### src/rtl/ps2_pkg.sv
// Shared types and constants for the PS/2 frame receiver.
package ps2_pkg;

    typedef enum logic [1:0] {
        IDLE   = 2'd0,
        DATA   = 2'd1,
        PARITY = 2'd2,
        STOP   = 2'd3
    } ps2_state_t;

    localparam logic [7:0] PS2_BREAK = 8'hF0;
    localparam logic [7:0] PS2_EXT   = 8'hE0;

    // 2 ms at 50 MHz
    localparam int unsigned PS2_TIMEOUT_DEFAULT = 100_000;

endpackage

### src/rtl/ps2_clk_filter.sv
// PS/2 line conditioning: 2-flop synchronizers on clock and data, a
// FILTER_LEN-sample glitch filter on the clock, and a registered
// single-cycle pulse on each accepted falling edge of the clock.
module ps2_clk_filter #(
    parameter int unsigned FILTER_LEN = 8
) (
    input  logic clk,
    input  logic rst,
    input  logic ps2_clk_raw,
    input  logic ps2_dat_raw,
    output logic clk_fall,
    output logic dat_sync
);

    localparam int unsigned CW = $clog2(FILTER_LEN + 1);

    logic [1:0]    clk_sync;
    logic [1:0]    dat_sync_q;
    logic          clk_filt;
    logic [CW-1:0] cnt;

    assign dat_sync = dat_sync_q[1];

    // Synchronize both raw lines; reset to the idle-high bus level.
    always_ff @(posedge clk or posedge rst) begin
        if (rst) begin
            clk_sync   <= 2'b11;
            dat_sync_q <= 2'b11;
        end else begin
            clk_sync   <= {clk_sync[0], ps2_clk_raw};
            dat_sync_q <= {dat_sync_q[0], ps2_dat_raw};
        end
    end

    // Accept a clock level change only after FILTER_LEN consecutive differing samples.
    always_ff @(posedge clk or posedge rst) begin
        if (rst) begin
            clk_filt <= 1'b1;
            cnt      <= '0;
            clk_fall <= 1'b0;
        end else begin
            clk_fall <= 1'b0;
            if (clk_sync[1] == clk_filt) begin
                cnt <= '0;
            end else if (cnt == CW'(FILTER_LEN - 1)) begin
                clk_filt <= clk_sync[1];
                cnt      <= '0;
                // old level high means the accepted change is a fall
                clk_fall <= clk_filt;
            end else begin
                cnt <= cnt + CW'(1);
            end
        end
    end

endmodule

### src/rtl/ps2_frame_rx.sv
// PS/2 keyboard frame receiver: 11-bit frames (start, 8 data LSB first,
// odd parity, stop) decoded into bytes behind a one-entry valid/ready
// output register, with parity/frame/overrun error pulses and an
// inter-edge timeout.
// Optional feature macro: PS2_BREAK_FILTER_EN -- swallow the 8'hF0 break
// prefix together with the byte that follows it.
module ps2_frame_rx
    import ps2_pkg::*;
#(
    parameter int unsigned CLK_HZ         = 50_000_000,
    parameter int unsigned FILTER_LEN     = 8,
    parameter int unsigned TIMEOUT_CYCLES = PS2_TIMEOUT_DEFAULT
) (
    input  logic       CLOCK_50,
    input  logic       RESET,
    input  logic       PS2_CLK,
    input  logic       PS2_DAT,
    output logic [7:0] code_data,
    output logic       code_valid,
    input  logic       code_ready,
    output logic       parity_err,
    output logic       frame_err,
    output logic       overrun
);

    localparam int unsigned TW = $clog2(TIMEOUT_CYCLES + 1);

    if (CLK_HZ == 0 || FILTER_LEN == 0 || TIMEOUT_CYCLES == 0) begin : g_param_check
        $error("ps2_frame_rx: CLK_HZ, FILTER_LEN and TIMEOUT_CYCLES must be non-zero");
    end

    logic          fall;
    logic          dat;
    ps2_state_t    state;
    logic [2:0]    bit_cnt;
    logic [7:0]    shift;
    logic          par_bit;
    logic [TW-1:0] tcnt;
`ifdef PS2_BREAK_FILTER_EN
    logic          break_pending;
`endif

    ps2_clk_filter #(
        .FILTER_LEN (FILTER_LEN)
    ) u_clk_filter (
        .clk         (CLOCK_50),
        .rst         (RESET),
        .ps2_clk_raw (PS2_CLK),
        .ps2_dat_raw (PS2_DAT),
        .clk_fall    (fall),
        .dat_sync    (dat)
    );

    // Frame FSM, timeout counter and registered outputs.
    always_ff @(posedge CLOCK_50 or posedge RESET) begin
        if (RESET) begin
            state      <= IDLE;
            bit_cnt    <= 3'd0;
            shift      <= 8'h00;
            par_bit    <= 1'b0;
            tcnt       <= '0;
            code_data  <= 8'h00;
            code_valid <= 1'b0;
            parity_err <= 1'b0;
            frame_err  <= 1'b0;
            overrun    <= 1'b0;
`ifdef PS2_BREAK_FILTER_EN
            break_pending <= 1'b0;
`endif
        end else begin
            parity_err <= 1'b0;
            frame_err  <= 1'b0;
            overrun    <= 1'b0;
            // a load from a good frame below overrides this clear
            if (code_valid && code_ready) begin
                code_valid <= 1'b0;
            end

            if (fall) begin
                tcnt <= '0;
                unique case (state)
                    IDLE: begin
                        if (!dat) begin
                            state <= DATA;
                        end else begin
                            frame_err <= 1'b1;
                        end
                    end
                    DATA: begin
                        shift   <= {dat, shift[7:1]};
                        bit_cnt <= bit_cnt + 3'd1;
                        if (bit_cnt == 3'd7) begin
                            state <= PARITY;
                        end
                    end
                    PARITY: begin
                        par_bit <= dat;
                        state   <= STOP;
                    end
                    STOP: begin
                        state <= IDLE;
                        if (!dat) begin
                            frame_err <= 1'b1;
                        end else if (!((^shift) ^ par_bit)) begin
                            parity_err <= 1'b1;
                        end else
`ifdef PS2_BREAK_FILTER_EN
                        if (break_pending) begin
                            break_pending <= 1'b0;
                        end else if (shift == PS2_BREAK) begin
                            break_pending <= 1'b1;
                        end else
`endif
                        if (code_valid && !code_ready) begin
                            overrun <= 1'b1;
                        end else begin
                            code_data  <= shift;
                            code_valid <= 1'b1;
                        end
                    end
                    default: state <= IDLE;
                endcase
            end else if (state != IDLE) begin
                if (tcnt == TW'(TIMEOUT_CYCLES - 1)) begin
                    state     <= IDLE;
                    bit_cnt   <= 3'd0;
                    tcnt      <= '0;
                    frame_err <= 1'b1;
`ifdef PS2_BREAK_FILTER_EN
                    break_pending <= 1'b0;
`endif
                end else begin
                    tcnt <= tcnt + TW'(1);
                end
            end
        end
    end

endmodule
### config.mk
export PLATFORM = sky130hd
export DESIGN_NAME = ps2_frame_rx
export DESIGN_NICKNAME = d
export VERILOG_FILES = /design/src/rtl/ps2_pkg.sv /design/src/rtl/ps2_clk_filter.sv /design/src/rtl/ps2_frame_rx.sv
export SDC_FILE = /design/constraint.sdc
export NUM_CORES = 1
export LEC_CHECK = 0
export CAP_MARGIN = 25
export CORE_AREA = 5 5 71 73
export CTS_BUF_LIST = sky130_fd_sc_hd__clkbuf_8
export DETAILED_ROUTE_END_ITERATION = 10
export DIE_AREA = 0 0 76 78
export PLACE_DENSITY = 0.76
export SYNTH_ARGS = -nofsm -noshare
export SYNTH_HDL_FRONTEND = slang
export SYNTH_SLANG_ARGS = --single-unit
### constraint.sdc
create_clock -name CLOCK_50 -period 2.35 [get_ports CLOCK_50]
set_input_delay 0.3525 -clock CLOCK_50 [delete_from_list [all_inputs] [get_ports CLOCK_50]]
set_output_delay 0.3525 -clock CLOCK_50 [all_outputs]
set_load 0.01 [all_outputs]
==> results of run 1 <==
## cell usage after synthesis, drive strengths merged (3+ instances only)
library cell,n,area [um2]
nand2b,5,31.3
or4,4,33.8
dfstp,5,131
o21ai,7,35.0
nand2,13,48.8
nand3,8,45.0
clkbuf,3,12.5
inv,8,30.0
o31ai,4,30.0
ha,9,113
nand4,5,31.3
nor2,15,56.3
nor3b,3,22.5
a21oi,10,50.1
nor3,4,20.0
or3,3,18.8
dfrtp,48,1200
nor2b,5,38.8
nor4,3,18.8
xnor2,11,96.3
mux2,19,214
xor2,5,43.8
## cell usage in the layout (no fill, tap or decap), types with 5 or more instances in the layout
cell	instances
sky130_fd_sc_hd__xnor2_1	11
sky130_fd_sc_hd__nand2b_1	5
sky130_fd_sc_hd__dfrtp_1	48
sky130_fd_sc_hd__dfstp_2	5
sky130_fd_sc_hd__inv_1	7
sky130_fd_sc_hd__nand3_1	7
sky130_fd_sc_hd__xor2_1	5
sky130_fd_sc_hd__a21oi_1	10
sky130_fd_sc_hd__mux2_2	19
sky130_fd_sc_hd__buf_4	5
sky130_fd_sc_hd__o21ai_0	7
sky130_fd_sc_hd__nand4_1	5
sky130_fd_sc_hd__clkbuf_8	7
sky130_fd_sc_hd__ha_1	9
sky130_fd_sc_hd__clkdlybuf4s50_1	16
sky130_fd_sc_hd__nand2_1	13
sky130_fd_sc_hd__nor2_1	15
## power by group through the flow
stage	logic [W]	registers (W)	clock network (W)
after floorplan	0.0000753	0.000993	0
after global placement	0.0000992	0.000997	0
after detailed placement	0.000100	0.000999	0
after CTS	0.000101	0.000982	0.000563
after global routing	0.000121	0.000990	0.000609
final	0.0000989	0.000982	0.000548
## per-stage QoR
stage | cell area (um2) | total power (W) | setup slack (ps) | hold slack [ps] | cells
2_1_floorplan | 2520 | 0.00107 | 262 | 345 | 216
3_3_place_gp | 2750 | 0.00110 | 325 | 346 | 284
3_5_place_dp | 2750 | 0.00110 | 253 | 347 | 284
4_1_cts | 2860 | 0.00165 | 244 | 361 | 292
5_1_grt | 2860 | 0.00172 | 103 | 370 | 292
6_report | 2860 | 0.00163 | 247 | 361 | 292
## metal layers
metal | up-vias | part of all wire [%] | wire length (um) | track usage (%)
met4 | 0 | 1.9 | 82 | 7.30
li1 | 812 | - | - | -
met1 | 788 | 47 | 1980 | 19.4
met3 | 9 | 2.9 | 123 | 3.82
met5 | - | 0 | 0 | 0
met2 | 23 | 48 | 2040 | 25.9
## kinds of logic (layout without fill, tap and decap cells)
kind of cell / count (synthesis) / in the layout / share of synthesized area, %
AND/OR/NAND/NOR: 76 / 76 / 17.2
flip-flops: 53 / 53 / 52.8
AO/OA/AOI/OAI: 27 / 27 / 6.35
multiplexers: 20 / 20 / 9.38
XOR/XNOR: 18 / 18 / 7.34
buffers and inverters: 13 / 37 / 2.43
adder cells (fa/ha/maj): 9 / 9 / 4.46
## layout make-up
type                            count  area, um2  share of cell area, %
Sequential cell                    53       1330                   46.7
Multi-Input combinational cell    150       1130                   39.5
Timing Repair Buffer               21        198                   6.92
Clock buffer                        7       96.3                   3.37
Tap cell                           52       65.1                   2.28
Inverter                            8       30.0                   1.05
Clock inverter                      1       5.00                  0.175
## registers in the layout (all words and copies together), names as in the netlist
register,cells
frame_err,1
code_valid,1
state,2
u_clk_filter.dat_sync_q,2
overrun,1
bit_cnt,3
u_clk_filter.clk_sync,2
parity_err,1
u_clk_filter.clk_fall,1
shift,8
par_bit,1
code_data,8
tcnt,17
u_clk_filter.clk_filt,1
u_clk_filter.cnt,4
## how the worst max path moves through the flow
stage                  start       end  slack [ps]  depth (start not counted)
floorplan           state[0]  tcnt[15]         260                          8
global placement    state[0]  tcnt[15]         320                          6
detailed placement  state[0]  tcnt[15]         250                          6
CTS                 state[0]  tcnt[15]         240                          6
global route        state[0]  tcnt[15]         100                          6
finish              state[0]  tcnt[15]         250                          6
==> impl_metrics.toml, run 1 <==
[timing]
min_period_over_period_pct = 89.5
timing.final.max_slew_violations = 0
clock-skew-final_ps = 8.84
slew_headroom_pct = 61.4
worst-slew-pin-transition_ps = 578
setup_repair_after_global_routing_missed_its_margin = "false"
hold_viol = 0
max_clock_freq_ghz = 0.476
final.min_clock_period_ps = 2100
finalSetupViolCount = 0
finalSetupTns_ps = 0

[setup_path]
timing.critical_path.slowest_cell_delay_ps = 530
worstPathMaxFanout = 7
r2r.worst_path.cells = 6
class_of_the_most_critical_setup_path = "flip-flop to flip-flop"
timing.critical_path.to_type = "flip-flop"
cp.buffers_inverters = 1
rr_endpoint = "tcnt[15]"
cp-start-kind = "flip-flop"
path_delay_family = "simple AND/OR/NAND/NOR gates"
regToRegStartpoint = "state[0]"
worstPathCellList = "inv_1 > ha_1 > nor2b_4 > or3_1 > or4_1 > a21oi_1"
slowest_stage = "sky130_fd_sc_hd__or4_1"
worst-r2r-setup-slack_ps = 250
worst_ep_required_time_ps = 2590
arrival_ps = 2340

[drt]
via_count = 1632
first_pass_iters = 4
dr.first_iter.drc_count = 88
avgRoutedWirePerCell_um = 14.5
drcViolationCount = 0
wl_um = 4230
via_density = 5.59
drt.antenna.violating_nets = 0

[die]
die_area_um2 = 5930
coreArea_um2 = 4290
std_cell_rows = 24
die_w_um = 76
chipHeight_um = 78
number_of_primary_i_o_pins = 17
starting_density_pct = 58.7

[worst_hold_path]
hold_path_end = "u_clk_filter.dat_sync_q[1]"
whs_path_depth = 0
hold_path_startpoint = "u_clk_filter.dat_sync_q[0]"
timing.hold.worst.class = "flip-flop to flip-flop"

[layout]
final_core_util_pct = 66.5
fin_nets = 253
area.growth.synth_to_final_pct = 13.2
insertedDiodeCount = 0
drive_above_1_share_pct = 18.3
n_fill_cell = 325

[global_routing]
grt_pass1_vias = 1687
globalRouteOverflowTotal = 0
global_route.usage.total_pct = 15.7
number_of_antenna_violations_at_the_first_check_in_global_routing = 0
grt_max_degree = 29
grt_pass1_wl_um = 7580

[placed_design]
hpwl_um = 2970
place_congestion = 0.828
buffer_ports.inserted = 16

[clock_network]
number_of_buffers_on_the_longest_clock_path = 2
ctsRootBufferMaster = "sky130_fd_sc_hd__clkbuf_8"
hold_buffers = 0
clock_latency_ps = 310
cts.repair.resized = 0
clkSlewWorstSetupHoldPaths_ps = 90
number_of_clock_sinks = 53
tritoncts.num_buffers = 5
cts_post_setup_buffers_inserted = 0
cts_tree = "yes"
htree_num_levels = 2

[logic_synthesis]
most_used_dff_post_synth = "sky130_fd_sc_hd__dfrtp_1"
ys.warnings.count = 0
netlist-cell-type-count = 41
postSynthRegisterBits = 53
mean_area_per_synthesized_cell_um2 = 11.7
mappedNetlistNets = 230
edff_count_synth = 0
postSynth.asyncResetShare_pct = 100
share_of_the_yosys_chip_area_belonging_to_registers_pct = 52.8
synth_cells = 216
synth.cell_area_um2 = 2520

[pwr]
pwr_density_cell_nw_per_um2 = 571
fraction_of_power_spent_switching_nets_pct = 22.2
p_int_w = 0.00127
pwr-share-comb_pct = 6.1
power_frac_seq_pct = 60.3
power.ir.vdd_worst_v = 0.000564
switching_power_w = 0.000361
p_clk_share_pct = 33.6
leakagePower_nw = 1.28

[flow_run]
cap_viol_max_count = 0

[outcome]
status = "finished, final reports clean"
No activity file was read; power rests on OpenSTA's default activity.
==> run 2, diff against run 1 <==
GPL_ROUTABILITY_DRIVEN = 1   (was unset)
==> results of run 2 <==
Final layout, timing and power as in run 1 (identical DEF).
